**config.mk**
```make
export PLATFORM = sky130hd
export DESIGN_NAME = ysyx_22050710_lsu_flat
export DESIGN_NICKNAME = d
export VERILOG_FILES = /design/src/rtl/ysyx_22050710_lsu_if.sv /design/src/rtl/ysyx_22050710_lsu.sv /design/src/flat_wrapper.sv
export SDC_FILE = /design/constraint.sdc
export NUM_CORES = 1
export LEC_CHECK = 0
export BUFFER_PORTS_ARGS = -buffer_cell sky130_fd_sc_hd__buf_4
export CAP_MARGIN = 5
export CORE_AREA = 2 2 198 200
export DETAILED_ROUTE_END_ITERATION = 12
export DIE_AREA = 0 0 200 202
export HOLD_SLACK_MARGIN = 0.12
export SYNTH_ARGS = -nofsm -noshare
export SYNTH_HDL_FRONTEND = slang
export SYNTH_SLANG_ARGS = --single-unit
```
**constraint.sdc**
```tcl
create_clock -name i_clk -period 1.95 [get_ports i_clk]
set_clock_uncertainty 0.15 [all_clocks]
set_input_delay 0.195 -clock i_clk [delete_from_list [all_inputs] [get_ports i_clk]]
set_output_delay 0.195 -clock i_clk [all_outputs]
set_load 0.02 [all_outputs]
```
**src/rtl/ysyx_22050710_lsu_if.sv**
```systemverilog
// ----------------------------------------------------------------------------
// ysyx_22050710_lsu_if
// Bundles everything that connects the load/store unit to its two neighbours:
//   - execute-stage request side: i_valid, o_ready, i_wen, i_addr, i_wdata,
//     i_size, and the completion side o_done, o_rdata, o_misalign, o_timeout
//   - memory bus side: o_mem_req, o_mem_we, o_mem_addr, o_mem_wdata,
//     o_mem_wmask, i_mem_ack, i_mem_rdata
// Signal names carry the LSU's point of view (i_ = into the LSU, o_ = out of
// it), so the same name is used on both sides of the connection.
// Modports:
//   slave  - the LSU itself
//   master - the environment around it (execute stage plus memory)
// ----------------------------------------------------------------------------
interface ysyx_22050710_lsu_if;

  // execute-stage request
  logic        i_valid;
  logic        o_ready;
  logic        i_wen;
  logic [63:0] i_addr;
  logic [63:0] i_wdata;
  logic [1:0]  i_size;

  // memory bus
  logic        o_mem_req;
  logic        o_mem_we;
  logic [63:0] o_mem_addr;
  logic [63:0] o_mem_wdata;
  logic [7:0]  o_mem_wmask;
  logic        i_mem_ack;
  logic [63:0] i_mem_rdata;

  // completion back to the execute stage
  logic        o_done;
  logic [63:0] o_rdata;
  logic        o_misalign;
  logic        o_timeout;

  modport slave (
    input  i_valid, i_wen, i_addr, i_wdata, i_size,
    input  i_mem_ack, i_mem_rdata,
    output o_ready,
    output o_mem_req, o_mem_we, o_mem_addr, o_mem_wdata, o_mem_wmask,
    output o_done, o_rdata, o_misalign, o_timeout
  );

  modport master (
    output i_valid, i_wen, i_addr, i_wdata, i_size,
    output i_mem_ack, i_mem_rdata,
    input  o_ready,
    input  o_mem_req, o_mem_we, o_mem_addr, o_mem_wdata, o_mem_wmask,
    input  o_done, o_rdata, o_misalign, o_timeout
  );

endinterface

```
**src/rtl/ysyx_22050710_lsu.sv**
```systemverilog
// ----------------------------------------------------------------------------
// ysyx_22050710_lsu
// Load/store unit between the execute stage and a simple req/ack memory bus.
// One access at a time: IDLE accepts a request, BUS holds the aligned bus
// request until ack or timeout, DONE emits a one-cycle completion pulse.
// Misaligned accesses skip the bus and complete immediately with o_misalign.
//
// Parameters:
//   TIMEOUT - bus cycles waited for i_mem_ack before the access is abandoned
// Ports:
//   i_clk - clock, all state changes on the rising edge
//   i_rst - synchronous active-high reset
//   lsu   - ysyx_22050710_lsu_if.slave (request, bus and completion signals)
// All outputs are registered.
// ----------------------------------------------------------------------------
module ysyx_22050710_lsu #(
  parameter logic [7:0] TIMEOUT = 8'd255
) (
  input  logic                       i_clk,
  input  logic                       i_rst,
  ysyx_22050710_lsu_if.slave         lsu
);

  typedef enum logic [1:0] {
    ST_IDLE = 2'd0,
    ST_BUS  = 2'd1,
    ST_DONE = 2'd2
  } state_t;

  // --------------------------------------------------------------------------
  // helpers
  // --------------------------------------------------------------------------

  // True when the byte offset is not a multiple of the access size.
  function automatic logic misaligned(input logic [1:0] size,
                                      input logic [2:0] off);
    logic bad;
    case (size)
      2'b00:   bad = 1'b0;
      2'b01:   bad = (off[0] != 1'b0);
      2'b10:   bad = (off[1:0] != 2'b00);
      2'b11:   bad = (off != 3'b000);
      default: bad = 1'b1;
    endcase
    return bad;
  endfunction

  // Byte-lane write mask for an access of the given size at the given offset.
  // Bits pushed past lane 7 are dropped; aligned accesses never do that.
  function automatic logic [7:0] lane_mask(input logic [1:0] size,
                                           input logic [2:0] off);
    logic [7:0] base;
    case (size)
      2'b00:   base = 8'h01;
      2'b01:   base = 8'h03;
      2'b10:   base = 8'h0F;
      2'b11:   base = 8'hFF;
      default: base = 8'h00;
    endcase
    return base << off;
  endfunction

  // Keep only the low 8/16/32/64 bits of a load result.
  function automatic logic [63:0] size_mask(input logic [1:0] size);
    logic [63:0] m;
    case (size)
      2'b00:   m = 64'h0000_0000_0000_00FF;
      2'b01:   m = 64'h0000_0000_0000_FFFF;
      2'b10:   m = 64'h0000_0000_FFFF_FFFF;
      2'b11:   m = 64'hFFFF_FFFF_FFFF_FFFF;
      default: m = 64'h0000_0000_0000_0000;
    endcase
    return m;
  endfunction

  // Move right-aligned store data up to its byte lane.
  function automatic logic [63:0] lane_data(input logic [63:0] data,
                                            input logic [2:0]  off);
    return data << {off, 3'b000};
  endfunction

  // Bring the addressed bytes of a full bus dword down to bit 0.
  function automatic logic [63:0] load_align(input logic [63:0] data,
                                             input logic [2:0]  off,
                                             input logic [1:0]  size);
    return (data >> {off, 3'b000}) & size_mask(size);
  endfunction

  // --------------------------------------------------------------------------
  // state
  // --------------------------------------------------------------------------
  state_t      state_r;
  logic [7:0]  cnt_r;     // BUS cycles already spent waiting for ack
  logic [2:0]  off_r;     // latched byte offset, needed to align read data
  logic [1:0]  size_r;    // latched access size, needed to mask read data

  logic        req_misalign_s;
  logic        bus_expire_s;
  logic [63:0] load_data_s;

  // Decode the incoming request and the bus-wait limit.
  always_comb begin
    req_misalign_s = misaligned(lsu.i_size, lsu.i_addr[2:0]);
    // 9-bit compare: the current BUS cycle is number cnt_r+1; when that
    // reaches TIMEOUT without ack the access is abandoned at this edge.
    if (({1'b0, cnt_r} + 9'd1) >= {1'b0, TIMEOUT}) begin
      bus_expire_s = 1'b1;
    end else begin
      bus_expire_s = 1'b0;
    end
    load_data_s = load_align(lsu.i_mem_rdata, off_r, size_r);
  end

  // Access FSM with all outputs registered alongside the state.
  always_ff @(posedge i_clk) begin
    if (i_rst) begin
      state_r         <= ST_IDLE;
      cnt_r           <= 8'd0;
      off_r           <= 3'd0;
      size_r          <= 2'd0;
      lsu.o_ready     <= 1'b1;
      lsu.o_mem_req   <= 1'b0;
      lsu.o_mem_we    <= 1'b0;
      lsu.o_mem_addr  <= 64'd0;
      lsu.o_mem_wdata <= 64'd0;
      lsu.o_mem_wmask <= 8'h00;
      lsu.o_done      <= 1'b0;
      lsu.o_rdata     <= 64'd0;
      lsu.o_misalign  <= 1'b0;
      lsu.o_timeout   <= 1'b0;
    end else begin
      case (state_r)
        ST_IDLE: begin
          lsu.o_done     <= 1'b0;
          lsu.o_misalign <= 1'b0;
          lsu.o_timeout  <= 1'b0;
          if (lsu.i_valid) begin
            off_r           <= lsu.i_addr[2:0];
            size_r          <= lsu.i_size;
            cnt_r           <= 8'd0;
            lsu.o_ready     <= 1'b0;
            lsu.o_mem_addr  <= {lsu.i_addr[63:3], 3'b000};
            lsu.o_mem_wdata <= lane_data(lsu.i_wdata, lsu.i_addr[2:0]);
            if (req_misalign_s) begin
              // Never reaches the bus: complete straight away with the flag.
              state_r         <= ST_DONE;
              lsu.o_mem_req   <= 1'b0;
              lsu.o_mem_we    <= 1'b0;
              lsu.o_mem_wmask <= 8'h00;
              lsu.o_done      <= 1'b1;
              lsu.o_misalign  <= 1'b1;
              lsu.o_rdata     <= 64'd0;
            end else begin
              state_r         <= ST_BUS;
              lsu.o_mem_req   <= 1'b1;
              lsu.o_mem_we    <= lsu.i_wen;
              lsu.o_mem_wmask <= lsu.i_wen ?
                                 lane_mask(lsu.i_size, lsu.i_addr[2:0]) : 8'h00;
            end
          end else begin
            lsu.o_ready <= 1'b1;
          end
        end

        ST_BUS: begin
          // Ack is checked first so it wins over an expiring count.
          if (lsu.i_mem_ack) begin
            state_r         <= ST_DONE;
            cnt_r           <= 8'd0;
            lsu.o_mem_req   <= 1'b0;
            lsu.o_mem_we    <= 1'b0;
            lsu.o_mem_wmask <= 8'h00;
            lsu.o_done      <= 1'b1;
            lsu.o_rdata     <= load_data_s;
          end else if (bus_expire_s) begin
            state_r         <= ST_DONE;
            cnt_r           <= 8'd0;
            lsu.o_mem_req   <= 1'b0;
            lsu.o_mem_we    <= 1'b0;
            lsu.o_mem_wmask <= 8'h00;
            lsu.o_done      <= 1'b1;
            lsu.o_timeout   <= 1'b1;
            lsu.o_rdata     <= 64'd0;
          end else begin
            cnt_r <= cnt_r + 8'd1;
          end
        end

        ST_DONE: begin
          // Single pulse; a request seen here is dropped, not queued.
          state_r        <= ST_IDLE;
          lsu.o_ready    <= 1'b1;
          lsu.o_done     <= 1'b0;
          lsu.o_misalign <= 1'b0;
          lsu.o_timeout  <= 1'b0;
        end

        default: begin
          state_r         <= ST_IDLE;
          cnt_r           <= 8'd0;
          lsu.o_ready     <= 1'b1;
          lsu.o_mem_req   <= 1'b0;
          lsu.o_mem_we    <= 1'b0;
          lsu.o_mem_wmask <= 8'h00;
          lsu.o_done      <= 1'b0;
          lsu.o_misalign  <= 1'b0;
          lsu.o_timeout   <= 1'b0;
        end
      endcase
    end
  end

endmodule

```
**src/flat_wrapper.sv**
```systemverilog
// flat-port wrapper written by rule: the top's interface ports become plain ports
module ysyx_22050710_lsu_flat 
#(
  parameter logic [7:0] TIMEOUT = 8'd255
)
  (i_clk, i_rst, lsu_i_valid, lsu_i_wen, lsu_i_addr, lsu_i_wdata, lsu_i_size, lsu_i_mem_ack, lsu_i_mem_rdata, lsu_o_ready, lsu_o_mem_req, lsu_o_mem_we, lsu_o_mem_addr, lsu_o_mem_wdata, lsu_o_mem_wmask, lsu_o_done, lsu_o_rdata, lsu_o_misalign, lsu_o_timeout);
  ysyx_22050710_lsu_if lsu_i ();
  input  logic i_clk;
  input  logic i_rst;
  input wire logic [$bits(lsu_i.i_valid)-1:0] lsu_i_valid;
  input wire logic [$bits(lsu_i.i_wen)-1:0] lsu_i_wen;
  input wire logic [$bits(lsu_i.i_addr)-1:0] lsu_i_addr;
  input wire logic [$bits(lsu_i.i_wdata)-1:0] lsu_i_wdata;
  input wire logic [$bits(lsu_i.i_size)-1:0] lsu_i_size;
  input wire logic [$bits(lsu_i.i_mem_ack)-1:0] lsu_i_mem_ack;
  input wire logic [$bits(lsu_i.i_mem_rdata)-1:0] lsu_i_mem_rdata;
  output wire logic [$bits(lsu_i.o_ready)-1:0] lsu_o_ready;
  output wire logic [$bits(lsu_i.o_mem_req)-1:0] lsu_o_mem_req;
  output wire logic [$bits(lsu_i.o_mem_we)-1:0] lsu_o_mem_we;
  output wire logic [$bits(lsu_i.o_mem_addr)-1:0] lsu_o_mem_addr;
  output wire logic [$bits(lsu_i.o_mem_wdata)-1:0] lsu_o_mem_wdata;
  output wire logic [$bits(lsu_i.o_mem_wmask)-1:0] lsu_o_mem_wmask;
  output wire logic [$bits(lsu_i.o_done)-1:0] lsu_o_done;
  output wire logic [$bits(lsu_i.o_rdata)-1:0] lsu_o_rdata;
  output wire logic [$bits(lsu_i.o_misalign)-1:0] lsu_o_misalign;
  output wire logic [$bits(lsu_i.o_timeout)-1:0] lsu_o_timeout;
  assign lsu_i.i_valid = lsu_i_valid;
  assign lsu_i.i_wen = lsu_i_wen;
  assign lsu_i.i_addr = lsu_i_addr;
  assign lsu_i.i_wdata = lsu_i_wdata;
  assign lsu_i.i_size = lsu_i_size;
  assign lsu_i.i_mem_ack = lsu_i_mem_ack;
  assign lsu_i.i_mem_rdata = lsu_i_mem_rdata;
  assign lsu_o_ready = lsu_i.o_ready;
  assign lsu_o_mem_req = lsu_i.o_mem_req;
  assign lsu_o_mem_we = lsu_i.o_mem_we;
  assign lsu_o_mem_addr = lsu_i.o_mem_addr;
  assign lsu_o_mem_wdata = lsu_i.o_mem_wdata;
  assign lsu_o_mem_wmask = lsu_i.o_mem_wmask;
  assign lsu_o_done = lsu_i.o_done;
  assign lsu_o_rdata = lsu_i.o_rdata;
  assign lsu_o_misalign = lsu_i.o_misalign;
  assign lsu_o_timeout = lsu_i.o_timeout;
  ysyx_22050710_lsu #(.TIMEOUT(TIMEOUT)) u_core (.i_clk(i_clk), .i_rst(i_rst), .lsu(lsu_i));
endmodule
```
==> flow_metrics.tcl <==
set metrics [dict create \
    holdCritStartpoint "lsu_i_wdata[58]" \
    yosysWarnings 0 \
    final_core_util_pct 47.9 \
    max-slew-margin-rel_pct 64.5 \
    vias_per_cell 5.08 \
    io_pins 405 \
    cts_buffer_depth 3 \
    drt_iter0_drc 691 \
    fin_crit_sh_pct 100 \
    finalSetupViolations 1 \
    worstSetupStartpointType "flip-flop" \
    violations "negative setup slack" \
    grt_remaining_overflow 0 \
    num_rows 72 \
    fill_cells 3523 \
    r2r-end "u_core.lsu.o_rdata[30]$_SDFFE_PP0P_" \
    path_max_fanout 5 \
    dp.cells 2225 \
    final_common_cell "buf_4" \
    fin_crit_ns 1.95 \
    drive_gt1_share_pct 35.5 \
    syn_area_um2 11400 \
    vias 12500 \
    synth-compound-area-share_pct 21.2 \
    synthMuxAreaShare_pct 15.8 \
    cts.sinks 218 \
    p_per_area_nw_per_um2 733 \
    port_buffers 401 \
    synth_fa_ha_area_share_pct 0.220 \
    ant_nets 0 \
    most-common-layout-cells "buf_4 (473), nand2_1 (262), dfxtp_1 (213)" \
    p_int_mw 9.65 \
    rrSetupSlack_ns -0.001 \
    synthTopCellsByArea "dfxtp_1 (38%), nand2_1 (8.6%), mux2i_1 (7.3%)" \
    power_switching_share_pct 28.2 \
    die_x_um 200 \
    p_clk_share_pct 41.0 \
    antenna_found_initial 2 \
    p_seq_share_pct 35.7 \
    nNetsFinal 2127 \
    grt_max_degree 107 \
    core_area_um2 38300 \
    crit_arrival_ns 2.22 \
    seq_area_frac_synth_pct 38.3 \
    layout.cells.non_filler 2464 \
    fp.dieH_um 202 \
    dr.pass1.iters 5 \
    crit_required_ns 2.22 \
    worstSetupEndpointType "flip-flop" \
    cts_root_buf "clkbuf_16" \
    worstHoldPathCells 4 \
    maxSlewViolCount 0 \
    first_global_vias 12300 \
    r2r_cells 9 \
    status "finished with violations" \
    drcViolationCount 0 \
    place_congestion 0.908 \
    start_util_pct 29.7 \
    synthXorXnorAreaFrac_pct 0.0769 \
    hold_class "in -> reg" \
    yosysUniqueCellTypes 69 \
    maxClockFrequency_ghz 0.513 \
    area_growth_syn_to_layout_pct 61.1 \
    yosys.area.top_type "dfxtp_1" \
    min_to "u_core.lsu.o_mem_wdata[58]$_SDFFE_PP0P_" \
    cts_tree "done" \
    switchingPower_mw 3.80 \
    yosys.area_share.simple_pct 18.5 \
    die_area_um2 40400 \
    cap_violations 0 \
    clkLatencyLatePin_ns 0.53 \
    synth_top_family_by_area "compound AO/OA/AOI/OAI gates" \
    syn-instance-count 1336 \
    ir_drop_v 0.000666 \
    track_usage_pct 21.8 \
    synth_edf_count 0 \
    rsz0062_at_grt "true" \
    r2r-start "u_core.cnt_r[0]$_SDFFE_PP0P_" \
    hpwl_um 33200 \
    pwr-share-comb_pct 23.4 \
    grt_first_pass_wirelength_um 69600 \
    wirelength_um 46300 \
    worstMarginPinSlew_ns 0.532 \
    cts_max_level 1 \
    p_total_mw 13.4 \
    syn_avg_cell_area_um2 8.52 \
    synth_ff_type "dfxtp_1" \
    multi_input_area_um2 6490 \
    final-seq-area_um2 4380 \
    path_class "reg -> reg" \
    yosysTopAreaCellShare_pct 38.3 \
    ys_seq_elements 218 \
    path_clk_slew_ns 0.06 \
    hold_viol_final 0 \
    cts-buffers-inserted 27 \
    p_leak_nw 7.62 \
    ys_async_sr_fraction_pct 0 \
    routedWlPerCell_um 18.8 \
    setup_ws_ns -0.00111 \
]
sequential cells by signal, summed over array words and instances (netlist names), 2 cells and up:
register and count:
u_core.state_r 2, u_core.lsu.o_rdata 64, u_core.lsu.o_mem_wmask 8, u_core.cnt_r 8
u_core.lsu.o_mem_wdata 64, u_core.size_r 2, u_core.off_r 3, u_core.lsu.o_mem_addr 61
layer usage:
| layer | global-route usage, % | routed length [um] |
|---|---|---|
| met2 | 37.3 | 21900 |
| met4 | 8.33 | 1910 |
| met3 | 5.14 | 4250 |
| met1 | 26.4 | 18300 |
| met5 | 0 | 0 |
logic make-up after synthesis:
| group | Yosys count |
|---|---|
| simple gates | 494 |
| compound gates | 348 |
| flops | 218 |
| mux | 143 |
| buf+inv | 129 |
| fa+ha+maj | 2 |
| other cells | 1 |
| xor+xnor | 1 |
final cells by class:
type | instances | area share, %
multi-input cells | 991 | 35.4
repair buffers | 678 | 31.7
flip-flops and latches | 218 | 23.9
clock buffers | 36 | 4.09
well taps | 518 | 3.53
clock inverters | 12 | 1.17
inverters | 10 | 0.218
diodes | 1 | 0.0136
cell usage after synthesis (10+ instances only):
cell type	n
a211oi_1	27
a21oi_1	111
a221oi_1	14
a22oi_1	26
a2bb2oi_1	15
buf_1	10
buf_2	27
buf_4	13
buf_6	10
clkbuf_1	57
dfxtp_1	218
inv_1	10
mux2_2	34
mux2i_1	83
mux4_2	26
nand2_1	262
nand3_1	26
nor2_1	123
nor3_1	24
o211ai_1	10
o21ai_0	34
o21ai_2	40
or2_2	12
or3_1	11
power groups by stage:
stage	Combinational [mW]	Clock [mW]	Sequential, mW
6_report	3.14	5.51	4.79
5_1_grt	3.36	5.78	4.81
3_3_place_gp	2.71	0	4.88
4_1_cts	3.07	5.62	4.79
2_1_floorplan	1.32	0	5.08
3_5_place_dp	2.73	0	4.89
how the worst max path moves through the flow:
stage                                       startpoint                                      end  slack (ns)  depth (start not counted)
after global placement                   lsu_i_addr[0]  u_core.lsu.o_mem_wdata[44]$_SDFFE_PP0P_       -0.05                          6
after CTS                 u_core.cnt_r[0]$_SDFFE_PP0P_      u_core.lsu.o_rdata[55]$_SDFFE_PP0P_      -0.007                          9
after floorplan           u_core.cnt_r[1]$_SDFFE_PP0P_      u_core.lsu.o_rdata[52]$_SDFFE_PP0P_       0.002                          7
final                     u_core.cnt_r[0]$_SDFFE_PP0P_      u_core.lsu.o_rdata[30]$_SDFFE_PP0P_      -0.001                          9
after detailed placement                 lsu_i_addr[0]  u_core.lsu.o_mem_wdata[43]$_SDFFE_PP0P_       -0.05                          6
after global routing      u_core.cnt_r[0]$_SDFFE_PP0P_      u_core.lsu.o_rdata[55]$_SDFFE_PP0P_       -0.06                          9
through the flow:
step / worst slack [ns] / cell area [um^2] / TNS, ns / hold slack [ns]
2_1_floorplan: 0.00214 / 11400 / 0 / 0.154
3_5_place_dp: -0.0491 / 15300 / -0.925 / 0.290
3_3_place_gp: -0.0503 / 15300 / -0.216 / 0.289
4_1_cts: -0.00656 / 18200 / -0.00656 / 0.124
6_report: -0.00111 / 18300 / -0.00111 / 0.143
5_1_grt: -0.0556 / 18300 / -0.979 / 0.149
critical path, cell delays in order (launching register included):
cell and delay [ns]:
dfxtp_4 0.37, inv_4 0.04, ha_4 0.21, o21ba_4 0.20, o21ai_4 0.15, o211ai_4 0.12, a21oi_4 0.22, buf_12 0.17
clkbuf_16 0.15, o21ai_2 0.06
timing repair:
item	in CTS	in global routing
pin swaps	2	33
gates cloned	1	2
resized for setup	8	22
hold buffers	183	0
endpoints found under the hold margin	198	0
setup endpoints to repair	54	73
setup buffers	3	1
Power figures use the tool's default switching activity.
